`src/rtl/freq_gate_counter_pkg.sv`:
```
// Shared defaults, state encoding and BCD digit helper for the gated frequency counter.
package freq_gate_counter_pkg;

  localparam int unsigned CNT_W_DEF     = 27;
  localparam int unsigned DIGITS_DEF    = 8;
  localparam int unsigned MAX_COUNT_DEF = 99_999_999;

  typedef enum logic [1:0] {
    ARM   = 2'd0,
    COUNT = 2'd1,
    CONV  = 2'd2,
    DONE  = 2'd3
  } state_e;

  // Double-dabble correction applied to one BCD digit before each shift
  function automatic logic [3:0] dd_adj(input logic [3:0] d);
    return (d >= 4'd5) ? 4'(d + 4'd3) : d;
  endfunction

endpackage

```
`src/rtl/freq_gate_counter_if.sv`:
```
// Gate/signal inputs and the BCD result bus of the frequency counter.
interface freq_gate_counter_if
  import freq_gate_counter_pkg::*;
#(
  parameter int unsigned DIGITS = DIGITS_DEF
);
  logic                  gate;
  logic                  sig_in;
  logic [4*DIGITS-1:0]   bcd_out;
  logic                  valid;
  logic                  ovf;
  logic                  busy;

  modport master (output gate, sig_in, input bcd_out, valid, ovf, busy);
  modport slave  (input gate, sig_in, output bcd_out, valid, ovf, busy);
endinterface

```
`src/rtl/freq_gate_counter_bin2bcd_seq.sv`:
```
// Iterative double-dabble: one shift per cycle, done pulses after CNT_W shifts.
module freq_gate_counter_bin2bcd_seq
  import freq_gate_counter_pkg::*;
#(
  parameter int unsigned CNT_W  = CNT_W_DEF,
  parameter int unsigned DIGITS = DIGITS_DEF
) (
  input  logic                clk_50MHz,
  input  logic                clr_n,
  input  logic                start,
  input  logic [CNT_W-1:0]    bin,
  output logic [4*DIGITS-1:0] bcd,
  output logic                done
);

  localparam int unsigned STEP_W = $clog2(CNT_W);

  logic [CNT_W-1:0]    sh;
  logic [4*DIGITS-1:0] adj_c;
  logic [STEP_W-1:0]   step;
  logic                run;

  always_comb begin
    adj_c = bcd;
    for (int d = 0; d < int'(DIGITS); d++) begin
      adj_c[4*d +: 4] = dd_adj(bcd[4*d +: 4]);
    end
  end

  // A new start always wins, so a restart mid-conversion begins again from shift 0
  always_ff @(posedge clk_50MHz or negedge clr_n) begin
    if (!clr_n) begin
      sh   <= '0;
      bcd  <= '0;
      step <= '0;
      run  <= 1'b0;
      done <= 1'b0;
    end else begin
      done <= 1'b0;
      if (start) begin
        sh   <= bin;
        bcd  <= '0;
        step <= '0;
        run  <= 1'b1;
      end else if (run) begin
        bcd <= {adj_c[4*DIGITS-2:0], sh[CNT_W-1]};
        sh  <= {sh[CNT_W-2:0], 1'b0};
        if (step == STEP_W'(CNT_W - 1)) begin
          run  <= 1'b0;
          done <= 1'b1;
        end else begin
          step <= step + STEP_W'(1);
        end
      end
    end
  end

endmodule

```
`src/rtl/freq_gate_counter.sv`:
```
// Gated edge counter: counts sig_in rises per gate window and publishes the count as packed BCD.
module freq_gate_counter
  import freq_gate_counter_pkg::*;
#(
  parameter int unsigned CNT_W     = CNT_W_DEF,
  parameter int unsigned DIGITS    = DIGITS_DEF,
  parameter int unsigned MAX_COUNT = MAX_COUNT_DEF
) (
  input  logic                clk_50MHz,
  input  logic                clr_n,
  freq_gate_counter_if.slave  bus
);

  localparam logic [CNT_W-1:0] MAX_C = CNT_W'(MAX_COUNT);

  logic                s1, s2, s3, gate_d;
  logic                sig_rise_c, gate_rise_c;
  logic [CNT_W-1:0]    cnt, bin_c;
  logic                sat_c, ovf_pend;
  state_e              state, state_n;
  logic                start_c, publish_c;
  logic [4*DIGITS-1:0] bcd;
  logic                conv_done;

  // sig_in is asynchronous; gate is already in this clock domain
  always_ff @(posedge clk_50MHz or negedge clr_n) begin
    if (!clr_n) begin
      s1     <= 1'b0;
      s2     <= 1'b0;
      s3     <= 1'b0;
      gate_d <= 1'b0;
    end else begin
      s1     <= bus.sig_in;
      s2     <= s1;
      s3     <= s2;
      gate_d <= bus.gate;
    end
  end

  assign sig_rise_c  = s2 & ~s3;
  assign gate_rise_c = bus.gate & ~gate_d;

  // An edge coincident with the gate edge belongs to the new window
  always_ff @(posedge clk_50MHz or negedge clr_n) begin
    if (!clr_n) begin
      cnt <= '0;
    end else if (gate_rise_c) begin
      cnt <= sig_rise_c ? CNT_W'(1) : '0;
    end else if (sig_rise_c && (cnt != '1)) begin
      cnt <= cnt + CNT_W'(1);
    end
  end

  assign sat_c = (cnt > MAX_C);
  assign bin_c = sat_c ? MAX_C : cnt;

  always_ff @(posedge clk_50MHz or negedge clr_n) begin
    if (!clr_n) state <= ARM;
    else        state <= state_n;
  end

  always_comb begin
    state_n   = state;
    start_c   = 1'b0;
    publish_c = 1'b0;
    case (state)
      ARM:   if (gate_rise_c) state_n = COUNT;
      COUNT: if (gate_rise_c) begin
               state_n = CONV;
               start_c = 1'b1;
             end
      CONV:  if (gate_rise_c)    start_c = 1'b1;
             else if (conv_done) state_n = DONE;
      DONE:  if (gate_rise_c) begin
               state_n = CONV;
               start_c = 1'b1;
             end else begin
               state_n   = COUNT;
               publish_c = 1'b1;
             end
      default: state_n = ARM;
    endcase
  end

  freq_gate_counter_bin2bcd_seq #(
    .CNT_W  (CNT_W),
    .DIGITS (DIGITS)
  ) u_bin2bcd (
    .clk_50MHz (clk_50MHz),
    .clr_n     (clr_n),
    .start     (start_c),
    .bin       (bin_c),
    .bcd       (bcd),
    .done      (conv_done)
  );

  always_ff @(posedge clk_50MHz or negedge clr_n) begin
    if (!clr_n) begin
      ovf_pend    <= 1'b0;
      bus.bcd_out <= '0;
      bus.valid   <= 1'b0;
      bus.ovf     <= 1'b0;
      bus.busy    <= 1'b0;
    end else begin
      if (start_c) ovf_pend <= sat_c;
      bus.valid <= publish_c;
      bus.busy  <= (state_n == CONV) || (state_n == DONE);
      if (publish_c) begin
        bus.bcd_out <= bcd;
        bus.ovf     <= ovf_pend;
      end
    end
  end

endmodule

```
`src/flat_wrapper.sv`:
```
// flat-port wrapper written by rule: the top's interface ports become plain ports
module freq_gate_counter_flat import freq_gate_counter_pkg::*;
#(
  parameter int unsigned CNT_W     = CNT_W_DEF,
  parameter int unsigned DIGITS    = DIGITS_DEF,
  parameter int unsigned MAX_COUNT = MAX_COUNT_DEF
)
  (clk_50MHz, clr_n, bus_gate, bus_sig_in, bus_bcd_out, bus_valid, bus_ovf, bus_busy);
  freq_gate_counter_if #(.DIGITS(DIGITS)) bus_i ();
  input  logic clk_50MHz;
  input  logic clr_n;
  input wire logic [$bits(bus_i.gate)-1:0] bus_gate;
  input wire logic [$bits(bus_i.sig_in)-1:0] bus_sig_in;
  output wire logic [$bits(bus_i.bcd_out)-1:0] bus_bcd_out;
  output wire logic [$bits(bus_i.valid)-1:0] bus_valid;
  output wire logic [$bits(bus_i.ovf)-1:0] bus_ovf;
  output wire logic [$bits(bus_i.busy)-1:0] bus_busy;
  assign bus_i.gate = bus_gate;
  assign bus_i.sig_in = bus_sig_in;
  assign bus_bcd_out = bus_i.bcd_out;
  assign bus_valid = bus_i.valid;
  assign bus_ovf = bus_i.ovf;
  assign bus_busy = bus_i.busy;
  freq_gate_counter #(.CNT_W(CNT_W), .DIGITS(DIGITS), .MAX_COUNT(MAX_COUNT)) u_core (.clk_50MHz(clk_50MHz), .clr_n(clr_n), .bus(bus_i));
endmodule
```
`config.mk`:
```
export PLATFORM = sky130hd
export DESIGN_NAME = freq_gate_counter_flat
export DESIGN_NICKNAME = d
export VERILOG_FILES = /design/src/rtl/freq_gate_counter_pkg.sv /design/src/rtl/freq_gate_counter_if.sv /design/src/rtl/freq_gate_counter_bin2bcd_seq.sv /design/src/rtl/freq_gate_counter.sv /design/src/flat_wrapper.sv
export SDC_FILE = /design/constraint.sdc
export NUM_CORES = 1
export LEC_CHECK = 0
export ABC_AREA = 1
export CAP_MARGIN = 5
export CORE_MARGIN = 3
export CORE_UTILIZATION = 55
export DETAILED_ROUTE_END_ITERATION = 6
export GPL_ROUTABILITY_DRIVEN = 0
export PLACE_DENSITY = 0.79
export SLEW_MARGIN = 40
export SYNTH_ARGS = -nofsm -noshare
export SYNTH_HDL_FRONTEND = slang
export SYNTH_HIERARCHICAL = 1
export SYNTH_SLANG_ARGS = --single-unit
```
`constraint.sdc`:
```
create_clock -name clk_50MHz -period 2.45 [get_ports clk_50MHz]
set_clock_uncertainty 0.15 [all_clocks]
set_input_delay 0.49 -clock clk_50MHz [delete_from_list [all_inputs] [get_ports clk_50MHz]]
set_output_delay 0.49 -clock clk_50MHz [all_outputs]
set_load 0.02 [all_outputs]
```
# Yosys cells after proc, flatten, opt, wreduce, memory -nomap -nowiden
# Index checks and enable logic that the tools add are counted.
# op_classes
add_sub_neg	10
mul	0
div_mod_pow	0
n_lt_le_gt_ge	9
n_eq_ne	8
shifts	0
n_mux	35
n_bitwise	4
n_reduce_logical	7
# ops
operator	count
$mux W27	5
$mux W32	2
$ge A4 B3 Y1 const B	8
$add A4 B2 Y4 const B	7
$mux W4	7
$add A27 B1 Y27 const B	1
$gt A27 B27 Y1 const B	1
$ne A27 B27 Y1 const B	1
$mux W5	3
$mux W1	11
$mux W2	5
$eq A2 B2 Y1 const B	4
$pmux W2 S4	1
$add A5 B1 Y5 const B	1
$eq A5 B5 Y1 const B	1
$reduce_bool A2 Y1	2
$add A3 B2 Y3 const B	1
$mux W3	1
$reduce_or A3 Y1	1
$and A1 B1 Y1	2
$eq A2 B1 Y1 const B	1
$logic_not A2 Y1	1
$ne A2 B1 Y1 const B	1
$not A1 Y1	2
3 further kinds	3
# word_totals
ff_bits	135
latch_bits	0
mem_bits_rw	0
mem_bits_ro	0
out_inout_bits	35
word_cells	89
n_memories	0

# Logic depth before layout (Yosys ltp)
# depth
ltp_word	6
ltp_mapped	12
depth_no_buf	11

# By module
# Netlist, hierarchy kept.
# by_module_without_submodules
mod	n_inst	cells_each	area_each_um2
freq_gate_counter_bin2bcd_seq	1	469	3702.3
freq_gate_counter	1	501	3693.5

# Least setup slack after synthesis
# No wires, ideal clock.
# synth_timing
path_type	input-to-reg
from	in bus_gate
to	reg u_core.u_bin2bcd.sh[10]
setup_time_ps	130
arrival_ps	1867
t_required_ps	2170
slack_ps	302
stages	10
n_path_buf	3
cell_sequence	inv_1 nor2_1 buf_2 inv_1 nor2_1 buf_6 inv_2 clkbuf_1 o211ai_1 o21ai_0
# synth_between
elab_chain_len	4
word_cells_on_any_way	5
cone_classes	3 x mux; 1 x bitwise; 1 x reduce/logical
# synth_lines
item	line	source
from (decl)	flat_wrapper.sv:12	input wire logic [$bits(bus_i.gate)-1:0] bus_gate;
$and A1 B1 Y1 *	freq_gate_counter.sv:41	assign gate_rise_c = bus.gate & ~gate_d;
$mux W1 *	freq_gate_counter.sv:68, freq_gate_counter.sv:72, freq_gate_counter.sv:74	
$mux W1 *	--	
via u_core.start_c	freq_gate_counter.sv:21	logic start_c, publish_c;
$mux W27 / $reduce_bool A2 Y1 (equally long branches)	--	
to (signal assigned)	freq_gate_counter_bin2bcd_seq.sv:41	sh <= bin;
to (signal assigned)	freq_gate_counter_bin2bcd_seq.sv:47	sh <= {sh[CNT_W-2:0], 1'b0};
to (decl)	freq_gate_counter_bin2bcd_seq.sv:18	logic [CNT_W-1:0] sh;
# Mark *: on every way through the listed nets, which the timed path passes. The rest lies on a longest branch.
# A chain may end at the register's enable or synchronous reset.

# Worst setup path in the final report
# layout_timing
from	reg u_core.cnt[0]
to	reg u_core.u_bin2bcd.sh[23]
# layout_between
elab_chain_len	3
# layout_lines
item	line	source
from (decl)	freq_gate_counter.sv:18	logic [CNT_W-1:0] cnt, bin_c;
from (signal assigned)	freq_gate_counter.sv:48	cnt <= sig_rise_c ? CNT_W'(1) : '0;
from (signal assigned)	freq_gate_counter.sv:50	cnt <= cnt + CNT_W'(1);
$gt A27 B27 Y1	freq_gate_counter.sv:54	assign sat_c = (cnt > MAX_C);
$mux W27	freq_gate_counter.sv:55	assign bin_c = sat_c ? MAX_C : cnt;
via u_core.bin_c[23]	freq_gate_counter.sv:18	
$mux W27	freq_gate_counter_bin2bcd_seq.sv:40	if (start) begin
# The timed path passes the listed nets, and every way through them passes these cells.

==> impl_metrics.csv <==
group,metric,value,unit
timing,rsz0062_at_grt,"false",
critical_path,worstSetupPathType,"register to register",
layout,fillers,1068,
critical_path,slowest_stage,"dfrtp_1",
logic_synthesis,syn_area,7396,µm²
critical_path,max_stage_delay,0.39,ns
global_route,overflow,0,
logic_synthesis,ys_warn_count,6,
cts,clock-root-buffer,"clkbuf_16",
cts,cts_tree,"built",
timing,timing.final.crit_share,90.36,%
timing,worstMarginPinSlew,0.7791,ns
critical_path,end_kind,"register",
critical_path,arrival,2.36,ns
pwr,vdd_ir_drop_max,0.5328,mV
logic_synthesis,avgSynthCellArea,7.625,µm²
critical_path,crit_family,"simple AND/OR/NAND/NOR gates",
detailed_routing,detail_route.first_pass.iterations,5,
die,dieWidth,122.0,µm
logic_synthesis,ys_seq_area_share,45.68,%
layout,n_antenna_cell,0,
pwr,power,9.177,mW
timing,setup_ws,0.2361,ns
logic_synthesis,syn_nets,993,
timing,period_needed,2.214,ns
cts,ctsResizeCount,0,
pwr,p_per_area,1075,nW/µm²
layout,nets,1037,
timing,finalMaxSlewViolations,0,
place,dpl_worst_slack,-0.09764,ns
global_route,grt_max_degree,56,
layout,syn2layout_area_growth,15.46,%
critical_path,path_cells,"ha_1, nand2_1, nor2_1, nand2_2, inv_1, nand3_2, nand2_4, nand2_1, o211ai_1, o21ai_0",
detailed_routing,vias,6366,
cts,clk_path_buf_depth,2,
logic_synthesis,ys_ff_latch,135,
detailed_routing,ant_nets,0,
die,num_rows,41,
detailed_routing,wl,16.00,mm
critical_path,crit_fanout,18,
timing,finalSetupTns,0,ns
die,chipHeight,122.0,µm
timing,hold_viol_final,0,
cts,clock_latency,0.42,ns
die,core-area,12880,µm²
layout,final-seq-area,3378,µm²
detailed_routing,drcViolationCount,0,
cts,holdBufCountCts,1,
die,initial_utilization,57.44,%
place,place_hpwl,10.86,mm
critical_path,path_buf_inv,1,
layout,final_util,66.32,%
hold_path,min_path_type,"register to register",
global_route,grt_pass1_vias,5941,
detailed_routing,drt_iter0_drc,698,
cts,clk_pin_slew,0.06,ns
layout,drive_gt1_share,8.398,%
critical_path,cp_common_cell,"nand2_1",
detailed_routing,wl_per_cell,13.37,µm
cts,cts_num_sinks,135,
logic_synthesis,ys_types,36,
cts,cts_buffers,17,
global_route,grt_usage,23.16,%
detailed_routing,vias_per_cell,5.323,
timing,finalSetupViolCount,0,
global_route,antenna_found_initial,0,
timing,relSlewSlack,47.94,%
place,port_buffers,38,
cts,post_cts_buffers,0,
timing,fmax,451.7,MHz
logic_synthesis,postSynthCellCount,970,
global_route,grt_pass1_wl,27.70,mm
layout,multiInputGateArea,3391,µm²
die,dieArea,14870,µm²
critical_path,worstPathRequired,2.59,ns
pwr,p_leak,4.408,nW
die,io_pins,39,
outcome,status,"finished, final reports clean",
run,maxCapViolCount,0,
cts,cts_max_level,4,
critical_path,start_kind,"register",
sequential cells by signal (all words and copies together), names as in the netlist:
signal / cells
u_core/bus.bcd_out: 32
u_core/bus.busy: 1
u_core/bus.ovf: 1
u_core/bus.valid: 1
u_core/cnt: 27
u_core/gate_d: 1
u_core/ovf_pend: 1
u_core/s1: 1
u_core/s2: 1
u_core/s3: 1
u_core/state: 2
u_core/u_bin2bcd/bcd: 32
u_core/u_bin2bcd/done: 1
u_core/u_bin2bcd/run: 1
u_core/u_bin2bcd/sh: 27
u_core/u_bin2bcd/step: 5
layout by cell type (no fill, tap or decap), types with 17 or more instances in the layout:
cell and count:
a21oi_1 21, clkbuf_16 17, clkdlybuf4s50_1 37, dfrtp_1 135
ha_1 19, inv_1 114, nand2_1 372, nand3_1 78
nand4_1 18, nor2_1 45, o211ai_1 25, o21ai_0 42
power by group:
part / switching, mW / leakage, nW / total [mW] / internal [mW]
clock: 0.919 / 0.259 / 2.40 / 1.48
sequential: 0.556 / 1.72 / 3.50 / 2.95
combinational: 1.94 / 2.43 / 3.28 / 1.34
Yosys cell counts:
cell type	instances	area, µm²
nand2_1	372	1396
dfrtp_1	135	3378
inv_1	114	427.9
nand3_1	78	390.4
nor2_1	45	168.9
o21ai_0	42	210.2
o211ai_1	25	187.7
a21oi_1	21	105.1
ha_1	19	237.7
nand4_1	18	112.6
clkbuf_1	14	52.55
o21ai_1	11	55.05
xor2_1	10	87.58
nand2_2	9	56.30
o22ai_2	8	100.1
buf_2	7	35.03
buf_6	5	56.30
o21ai_2	5	43.79
inv_2	4	15.01
buf_4	3	22.52
nand2_4	3	33.78
nor2_2	3	18.77
nor3_1	3	15.01
nand3_2	2	20.02
nor2_4	2	22.52
nor2_8	2	40.04
a21oi_2	1	8.760
a22oi_1	1	7.510
and2_1	1	6.260
buf_1	1	3.750
buf_12	1	20.02
nand2_8	1	20.02
nand3_4	1	17.52
nor3_2	1	10.01
o22ai_1	1	6.260
or2_2	1	6.260
per-stage QoR:
step,instance area [µm²],hold WS (ns),cells
after floorplan,7396,0.04441,970
after global placement,7986,0.1936,1166
after detailed placement,7986,0.1925,1166
after CTS,8539,0.2122,1196
after global routing,8539,0.2193,1196
final,8539,0.2068,1196
cells by family after synthesis:
group / synth area share, %
buffers and inverters: 8.560
AND/OR/NAND/NOR: 31.57
flip-flops: 45.68
XOR/XNOR: 1.184
adder cells (fa/ha/maj): 3.214
AO/OA/AOI/OAI: 9.795
path summary, 6_finish.rpt:
check | start | endpoint | slack [ns] | cells after the start
max | u_core/cnt[0]$_DFFE_PN0P_ | u_core/u_bin2bcd/sh[23]$_DFFE_PN0P_ | 0.24 | 10
max reg2reg | u_core/cnt[0]$_DFFE_PN0P_ | u_core/u_bin2bcd/sh[23]$_DFFE_PN0P_ | 0.24 | 10
min | u_core/s1$_DFF_PN0_ | u_core/s2$_DFF_PN0_ | 0.21 | 0
min in group asynchronous | clr_n | u_core/u_bin2bcd/bcd[7]$_DFFE_PN0P_ | 0.39 | 2
min reg2reg | u_core/s1$_DFF_PN0_ | u_core/s2$_DFF_PN0_ | 0.21 | 0
max in group asynchronous | clr_n | u_core/u_bin2bcd/bcd[17]$_DFFE_PN0P_ | 1.12 | 3
metal layers:
metal	vias to the layer above	global-route usage, %	part of all wire (%)	routed length [µm]
met5	-	0	0	0
met4	0	6.303	1.8	291
li1	3186	-	-	-
met3	32	5.803	5.3	841
met2	184	36.81	46	7374
met1	2964	31.87	47	7489
cell type report:
cell class,count,area share (%)
flip-flops and latches,135,39.56
multi-input cells,686,39.71
inverters,118,5.187
clock buffers,21,5.158
repair buffers,56,6.667
clock inverters,8,1.201
well taps,172,2.520
Note: power is estimated with default switching activity, not from simulation.
